==> src/rtl/dac_update_scheduler_if.sv <==
`default_nettype none
// +----------------------------------------------------------------------------+
// | dac_update_scheduler_if                                                    |
// | Bundle between the four channel requesters, the DAC serializer and the     |
// | dac_update_scheduler.                                                      |
// |   req_i/data_i/ack_o        : per-channel request, data, accept pulse      |
// |   ldac_mode_i/frame_trig_i  : LDAC policy select and frame load strobe     |
// |   word_o/word_valid_o/      : 24-bit DAC command word handshake            |
// |   word_ready_i/ser_busy_i     towards the serializer                       |
// |   dacLoad                   : LDAC, active low                             |
// |   pend_o/dbg_state          : written-not-loaded channels, FSM state       |
// | master = scheduler side, slave = requesters/serializer side.               |
// | Revision: 1.0 - initial release                                            |
// +----------------------------------------------------------------------------+
interface dac_update_scheduler_if;
  logic [3:0]  req_i;
  logic [63:0] data_i;
  logic [3:0]  ack_o;
  logic        ldac_mode_i;
  logic        frame_trig_i;
  logic [23:0] word_o;
  logic        word_valid_o;
  logic        word_ready_i;
  logic        ser_busy_i;
  logic        dacLoad;
  logic [3:0]  pend_o;
  logic [2:0]  dbg_state;

  modport master (
    input  req_i, data_i, ldac_mode_i, frame_trig_i, word_ready_i, ser_busy_i,
    output ack_o, word_o, word_valid_o, dacLoad, pend_o, dbg_state
  );

  modport slave (
    output req_i, data_i, ldac_mode_i, frame_trig_i, word_ready_i, ser_busy_i,
    input  ack_o, word_o, word_valid_o, dacLoad, pend_o, dbg_state
  );
endinterface
`default_nettype wire

==> src/rtl/dac_update_scheduler.sv <==
`default_nettype none
// +----------------------------------------------------------------------------+
// | dac_update_scheduler                                                       |
// | Shares one AD5754-class DAC between four requesters: round-robin picks a   |
// | pending channel, builds the 24-bit write word, hands it to the serializer  |
// | over valid/ready, enforces the SYNC guard time and drives the LDAC pulse   |
// | either after every word (mode 0) or on a frame trigger (mode 1).           |
// | Ports:                                                                     |
// |   clk     : system clock, rising edge                                      |
// |   Reset_n : asynchronous active-low reset                                  |
// |   bus     : dac_update_scheduler_if.master (requests, word handshake,      |
// |             LDAC, pending mask, debug state)                               |
// | Parameters: GUARD_CYCLES >= 1, LDAC_WIDTH in 1..15.                        |
// | Revision: 1.0 - initial release                                            |
// +----------------------------------------------------------------------------+
module dac_update_scheduler #(
  parameter int N_CH         = 4,
  parameter int GUARD_CYCLES = 2,
  parameter int LDAC_WIDTH   = 4
) (
  input  logic                          clk,
  input  logic                          Reset_n,
  dac_update_scheduler_if.master        bus
);

  typedef enum logic [2:0] {
    IDLE      = 3'd0,
    ARB       = 3'd1,
    ISSUE     = 3'd2,
    WAIT_BUSY = 3'd3,
    GUARD     = 3'd4,
    LOAD      = 3'd5
  } state_t;

  state_t      state;
  state_t      state_nxt;

  logic [1:0]  ptr;
  logic [1:0]  sel;
  logic [23:0] word;
  logic [3:0]  pend;
  logic        trig_pend;
  logic [7:0]  guard_cnt;
  logic [3:0]  ldac_cnt;
  logic        busy_skip;   // set from the second WAIT_BUSY cycle onwards

  logic        found;
  logic [1:0]  pick;
  logic [1:0]  idx;
  logic        handshake;
  logic        guard_done;
  logic        load_done;
  logic        trig_live;

  // Round-robin search starting at ptr, wrapping 3 -> 0.
  always_comb begin
    found = 1'b0;
    pick  = ptr;
    idx   = ptr;
    for (int i = 0; i < N_CH; i++) begin
      idx = ptr + 2'(i);
      if (!found && bus.req_i[idx]) begin
        found = 1'b1;
        pick  = idx;
      end
    end
  end

  assign handshake  = (state == ISSUE) && bus.word_ready_i;
  assign guard_done = (guard_cnt == 8'(GUARD_CYCLES - 1));
  assign load_done  = (ldac_cnt == 4'(LDAC_WIDTH - 1));
  // A stored trigger only matters while frame mode is selected.
  assign trig_live  = trig_pend && bus.ldac_mode_i;

  always_ff @(posedge clk or negedge Reset_n) begin
    if (!Reset_n) begin
      state <= IDLE;
    end else begin
      state <= state_nxt;
    end
  end

  always_comb begin
    state_nxt        = state;
    bus.word_valid_o = 1'b0;
    bus.ack_o        = 4'b0000;
    bus.dacLoad      = 1'b1;
    case (state)
      IDLE: begin
        if (trig_live && (pend != 4'b0000)) begin
          state_nxt = LOAD;
        end else if (trig_live) begin
          state_nxt = IDLE;           // trigger with nothing pending is dropped
        end else if (bus.req_i != 4'b0000) begin
          state_nxt = ARB;
        end
      end
      ARB: begin
        state_nxt = found ? ISSUE : IDLE;
      end
      ISSUE: begin
        bus.word_valid_o = 1'b1;
        if (bus.word_ready_i) begin
          bus.ack_o = 4'b0001 << sel;
          state_nxt = WAIT_BUSY;
        end
      end
      WAIT_BUSY: begin
        if (busy_skip && !bus.ser_busy_i) begin
          state_nxt = GUARD;
        end
      end
      GUARD: begin
        if (guard_done) begin
          state_nxt = bus.ldac_mode_i ? IDLE : LOAD;
        end
      end
      LOAD: begin
        bus.dacLoad = 1'b0;
        if (load_done) begin
          state_nxt = IDLE;
        end
      end
      default: begin
        state_nxt = IDLE;
      end
    endcase
  end

  always_ff @(posedge clk or negedge Reset_n) begin
    if (!Reset_n) begin
      ptr       <= 2'd0;
      sel       <= 2'd0;
      word      <= 24'd0;
      pend      <= 4'b0000;
      trig_pend <= 1'b0;
      guard_cnt <= 8'd0;
      ldac_cnt  <= 4'd0;
      busy_skip <= 1'b0;
    end else begin
      // The LOAD exit clear wins so a trigger during LOAD is absorbed by it.
      // In IDLE a stale trigger is dropped (mode 0 or nothing pending), but a
      // strobe arriving in that same cycle is kept.
      if ((state == LOAD) && load_done) begin
        trig_pend <= 1'b0;
      end else if ((state == IDLE) && (!bus.ldac_mode_i || (pend == 4'b0000))) begin
        trig_pend <= bus.frame_trig_i && bus.ldac_mode_i;
      end else if (bus.frame_trig_i && bus.ldac_mode_i) begin
        trig_pend <= 1'b1;
      end

      if ((state == ARB) && found) begin
        sel  <= pick;
        word <= {6'b000000, pick, bus.data_i[{pick, 4'b0000} +: 16]};
      end

      if (handshake) begin
        pend[sel] <= 1'b1;
        ptr       <= sel + 2'd1;
      end else if ((state == LOAD) && load_done) begin
        pend <= 4'b0000;
      end

      // Low only in the first WAIT_BUSY cycle, giving busy time to rise.
      busy_skip <= (state == WAIT_BUSY);
      guard_cnt <= (state == GUARD) ? guard_cnt + 8'd1 : 8'd0;
      ldac_cnt  <= (state == LOAD)  ? ldac_cnt + 4'd1  : 4'd0;
    end
  end

  assign bus.word_o    = word;
  assign bus.pend_o    = pend;
  assign bus.dbg_state = state;

endmodule
`default_nettype wire
==> src/flat_wrapper.sv <==
// flat-port wrapper written by rule: the top's interface ports become plain ports
module dac_update_scheduler_flat 
#(
  parameter int N_CH         = 4,
  parameter int GUARD_CYCLES = 2,
  parameter int LDAC_WIDTH   = 4
)
  (clk, Reset_n, bus_req_i, bus_data_i, bus_ldac_mode_i, bus_frame_trig_i, bus_word_ready_i, bus_ser_busy_i, bus_ack_o, bus_word_o, bus_word_valid_o, bus_dacLoad, bus_pend_o, bus_dbg_state);
  dac_update_scheduler_if bus_i ();
  input  logic clk;
  input  logic Reset_n;
  input wire logic [$bits(bus_i.req_i)-1:0] bus_req_i;
  input wire logic [$bits(bus_i.data_i)-1:0] bus_data_i;
  input wire logic [$bits(bus_i.ldac_mode_i)-1:0] bus_ldac_mode_i;
  input wire logic [$bits(bus_i.frame_trig_i)-1:0] bus_frame_trig_i;
  input wire logic [$bits(bus_i.word_ready_i)-1:0] bus_word_ready_i;
  input wire logic [$bits(bus_i.ser_busy_i)-1:0] bus_ser_busy_i;
  output wire logic [$bits(bus_i.ack_o)-1:0] bus_ack_o;
  output wire logic [$bits(bus_i.word_o)-1:0] bus_word_o;
  output wire logic [$bits(bus_i.word_valid_o)-1:0] bus_word_valid_o;
  output wire logic [$bits(bus_i.dacLoad)-1:0] bus_dacLoad;
  output wire logic [$bits(bus_i.pend_o)-1:0] bus_pend_o;
  output wire logic [$bits(bus_i.dbg_state)-1:0] bus_dbg_state;
  assign bus_i.req_i = bus_req_i;
  assign bus_i.data_i = bus_data_i;
  assign bus_i.ldac_mode_i = bus_ldac_mode_i;
  assign bus_i.frame_trig_i = bus_frame_trig_i;
  assign bus_i.word_ready_i = bus_word_ready_i;
  assign bus_i.ser_busy_i = bus_ser_busy_i;
  assign bus_ack_o = bus_i.ack_o;
  assign bus_word_o = bus_i.word_o;
  assign bus_word_valid_o = bus_i.word_valid_o;
  assign bus_dacLoad = bus_i.dacLoad;
  assign bus_pend_o = bus_i.pend_o;
  assign bus_dbg_state = bus_i.dbg_state;
  dac_update_scheduler #(.N_CH(N_CH), .GUARD_CYCLES(GUARD_CYCLES), .LDAC_WIDTH(LDAC_WIDTH)) u_core (.clk(clk), .Reset_n(Reset_n), .bus(bus_i));
endmodule
==> config.mk <==
export PLATFORM = sky130hd
export DESIGN_NAME = dac_update_scheduler_flat
export DESIGN_NICKNAME = d
export VERILOG_FILES = /design/src/rtl/dac_update_scheduler_if.sv /design/src/rtl/dac_update_scheduler.sv /design/src/flat_wrapper.sv
export SDC_FILE = /design/constraint.sdc
export NUM_CORES = 1
export LEC_CHECK = 0
export ABC_AREA = 1
export CAP_MARGIN = 30
export CORE_UTILIZATION = 29
export DETAILED_ROUTE_END_ITERATION = 16
export MAX_ROUTING_LAYER = met4
export PLACE_DENSITY = 0.62
export SYNTH_ARGS = -nofsm -noshare
export SYNTH_HDL_FRONTEND = slang
export SYNTH_SLANG_ARGS = --single-unit
==> constraint.sdc <==
create_clock -name clk -period 3.6 [get_ports clk]
set_clock_uncertainty 0.15 [all_clocks]
set_input_delay 0.54 -clock clk [delete_from_list [all_inputs] [get_ports clk]]
set_output_delay 0.54 -clock clk [all_outputs]
set_load 0.01 [all_outputs]
# Yosys cells after proc, flatten, opt, wreduce, memory -nomap -nowiden
# Index checks and enable logic that the tools add are counted.
# Widths: inputs -> output; s select.
totals:
  regBits: 43
  in_bits: 74
  output_inout_bits: 37
classes:
  addsub: 6
  magnitude_cmp: 6
  n_eq_ne: 12
  n_shift: 2
  muxes: 38
  n_bitwise: 1
  reduce_logical: 25
ops:
  columns: ["op", "n"]
  rows:
  - ["$shiftx 64x7->16", 1]
  - ["$mux 3", 8]
  - ["$mux 4", 5]
  - ["$pmux 3 s6", 1]
  - ["$lt 2x3->1 const B", 5]
  - ["$mux 1", 14]
  - ["$logic_and 1x1->1", 12]
  - ["$add 8x1->8 const B", 1]
  - ["$bmux 1 s2", 4]
  - ["$eq 8x1->1 const B", 1]
  - ["$mux 2", 4]
  - ["$mux 8", 1]
  - ["$reduce_bool 4->1", 2]
  - ["$eq 3x2->1 const B", 2]
  - ["$eq 3x3->1 const B", 2]
  - ["$ne 2x1->1 const B", 3]
  - ["$logic_not 1->1", 5]
  - ["$reduce_and 5->1", 1]
  - ["$add 2x1->2 const B", 2]
  - ["$add 2x2->2 const B", 2]
  - ["$add 4x1->4 const B", 1]
  - ["$eq 4x2->1 const B", 1]
  - ["$logic_not 4->1", 1]
  - ["$ne 4x1->1 const B", 1]
  - ["other kinds (10)", 10]

# Longest topological paths before layout
depth:
  word_depth: 14
  ltp_mapped: 18

# Worst setup path after synthesis
# OpenSTA, ideal clock, no wires.
synth_path:
  path_kind: "reg-to-output"
  from: "reg u_core.state[1], in the netlist u_core.bus.dbg_state[1]"
  to: "out bus_ack_o[0]"
  arrival_time_ns: 1.245
  t_required_ns: 2.910
  slack_ns: 1.665
  stages_incl_launch_ff: 8
  n_path_buf: 1
  cell_sequence: "dfrtp_1 -> inv_1 -> nor2_1 -> nand2_1 -> inv_1 -> nand2_1 -> clkbuf_1 -> nor2_1"
synth_via:
  elab_chain_len: 2
synth_rtl:
  columns: ["element", "line_no", "text"]
  rows:
  - ["start: declaration", "dac_update_scheduler.sv:35", "state_t state;"]
  - ["start signal: assignment", "dac_update_scheduler.sv:79", "state <= state_nxt;"]
  - ["$eq 3x2->1", "dac_update_scheduler.sv:88", "case (state)"]
  - ["$mux 4", "dac_update_scheduler.sv:88", null]
  - ["end: declaration", "flat_wrapper.sv:18", "output wire logic [$bits(bus_i.ack_o)-1:0] bus_ack_o;"]
# No other way between the ends.

# Worst setup path after layout
layout_path:
  from: "reg u_core.state[1], in the netlist u_core.bus.dbg_state[1]"
  to: "out bus_ack_o[2]"
# Same word-level chain as after synthesis.

==> metrics.txt <==
status=finished, final reports clean; DRT Pass-1 Iters=4; IO buf count=104; worst hold stages=1; Synth Area per Inst=6.82 µm²; Post-Syn Instances=about 450; WHS Endpoint=u_core.ldac_cnt[0]$_DFF_PN0_; num ports=111; Antenna Violating Nets Remaining=0; clock share of power=0.112; setup slack, reg-to-reg=0.86 ns; fraction of layout cells with a size suffix above 1=0.120; switching power=0.00173 W; DP Cell Count=about 680; TritonCTS clock tree=yes; CP max FO=12; Setup CP Type=flop to output port; Via Count=around 3,100; Seq/Total Area, Yosys=0.334; vias in the first global route=2,989; max frequency=approximately 360 MHz; vias per cell=4.51; Power Internal=0.00165 W; GRT Util Overall=0.160; Final Hold Viols=0; Mapped Area=0.00308 mm²; Synth Flop Type=dfrtp_1; pre-CTS setup slack=0.695 ns; Routed WL=8400 µm; Max-Cap Viols=0; TritonCTS buffer count=5; Area growth syn-to-layout=38.7%; Critical Path End Type=output port; Worst setup SP type=flop; cells on worst reg2reg path=15; Tmin final=2.78 ns; power density over cell area=793 mW/mm²; Yosys top cell by area=dfrtp_1; fin cells=685; area fraction of the dominant cell type after synthesis=0.334; worst skew pair latency=around 0.28 ns; Critical Path RT=2.91 ns; r2r endpoint=u_core.bus.word_o[6]$_DFFE_PN0P_; initial core utilization=0.298; switching part of the total=0.512; die width=105 µm; DRC violations left=0; CTS H-Tree Depth=2; antenna cells=0; flops & latches, synth=41; Setup-failing EPs final=0; Pleak=2.14 nW; global-route wire length before repair=13,800 µm; most common cell in the netlist=nand2_1; Yosys cell types=30; period utilization=0.773; YS warnings=0; Async S/R FF share, synth=1.00; VDD IR max=between 0.4 and 0.5 mV; relative slew slack=0.641; CTS Buffer Depth=2; # rows=37; Die Ht=105 µm; Setup WS post-layout=0.816 ns; min-delay worst type=flop to flop; Least-Margin Pin Slew=0.538 ns; CTS clk-pin slew, worst paths=0.07 ns; clk sink count=41; dpl hpwl=6590 µm; Worst R2R Start=u_core.ptr[0]$_DFFE_PN0P_; min-delay src=u_core.ldac_cnt[0]$_DFF_PN0_; Post-synth EDFFs=0; antenna violations before repair=0; Combinational Power Share=0.667; largest net degree at the start of global routing=42; clock root cell=clkbuf_8; Synth area leaders=dfrtp_1 33%, nand2_1 22%, nand2_2 8.5%; Die Footprint=0.0110 mm²; Initial DRC Count=118; Total Negative Setup Slacks=0 ns; wire length per cell=12.3 µm; Final Net Count=629; max-slew violation count=0; grt ovf=0; Core Region=0.0103 mm²; RD Place Congestion=0.810; Critical Path AT=roughly 2.1 ns; unrepaired setup endpoints after global routing=no; commonest cells in the netlist=178 x nand2_1, 48 x nand3_1, 42 x nand2_2, 41 x dfrtp_1, 37 x inv_1; share of power burned in registers=0.221
critical path: stages (launching register included):
cell	delay, ns
dfrtp_1	0.41
inv_1	0.07
nor2_1	0.14
nand2_1	0.10
inv_1	0.12
nand2_1	0.22
nor2_1	0.19
clkdlybuf4s50_1	0.56
logic make-up after synthesis:
kind of cell / synth area share
flip-flops: 0.334
buffers and inverters: 0.112
AO/OA/AOI/OAI: 0.0338
XOR/XNOR: 0.00285
adder cells (fa/ha/maj): 0.0285
AND/OR/NAND/NOR: 0.488
other: 0.00122
metrics by stage:
stage	cell area [µm²]	power [W]	hold slack, ns	utilization
floorplan	3090	0.00255	0.0944	-
global placement	4120	0.00299	0.298	0.399
detailed placement	4120	0.00302	0.308	0.399
CTS	4240	0.00342	0.273	0.410
global route	4270	0.00373	0.345	0.413
finish	4270	0.00338	0.322	0.413
power groups by stage:
stage	clock [W]	combinational, W	sequential (W)
floorplan	0	0.00181	0.000737
finish	0.000380	0.00226	0.000747
global placement	0	0.00223	0.000756
global route	0.000412	0.00256	0.000766
CTS	0.000392	0.00228	0.000748
detailed placement	0	0.00227	0.000753
layer usage:
metal  wire length, µm  share of wire  GRT usage
met5                 0              0          -
met4               136          0.016     0.0362
met3               527          0.063     0.0393
met2              3900           0.46      0.257
met1              3830           0.46      0.203
final cells by class:
cell class / count / area [µm²]
multi-input combinational: 353 / 1720
clock inverter: 1 / 30.0
tap: 136 / 170
fill: 1096 / 6060
sequential: 41 / 1030
inverter: 39 / 149
clock buffer: 7 / 86.3
timing repair buffer: 108 / 1080
cells in the final DEF, fill, tap and decap left out, drive strengths merged, types with 7 or more instances in the layout:
cell and count:
clkbuf 7, nand3 51, inv 39, nor3 7, nor2 27, o21ai 8
clkdlybuf4s50 103, dfrtp 41, ha 7, nand2 224
state kept, by name, summed over array words and instances (netlist names):
name / flops
u_core.busy_skip: 1
u_core.bus.dbg_state: 3
u_core.ldac_cnt: 4
u_core.guard_cnt: 8
u_core.bus.pend_o: 4
u_core.trig_pend: 1
u_core.ptr: 2
u_core.bus.word_o: 17
u_core.sel: 1
worst max-delay path by stage:
stage,end,start
after floorplan,bus_ack_o[0],u_core.bus.dbg_state[1]$_DFFE_PN0P_
after global placement,u_core.bus.word_o[12]$_DFFE_PN0P_,bus_req_i[0]
after detailed placement,u_core.bus.word_o[1]$_DFFE_PN0P_,bus_req_i[0]
after CTS,bus_ack_o[2],u_core.bus.dbg_state[1]$_DFFE_PN0P_
after global routing,bus_ack_o[0],u_core.bus.dbg_state[1]$_DFFE_PN0P_
final,bus_ack_o[2],u_core.bus.dbg_state[1]$_DFFE_PN0P_
repair_timing:
action / 4_1_cts / 5_1_grt
endpoints found under the hold margin: 0 / 1
setup buffers: 0 / 0
gates resized for setup: 0 / 0
hold buffers: 0 / 1
(Power assumes the default switching activity.)
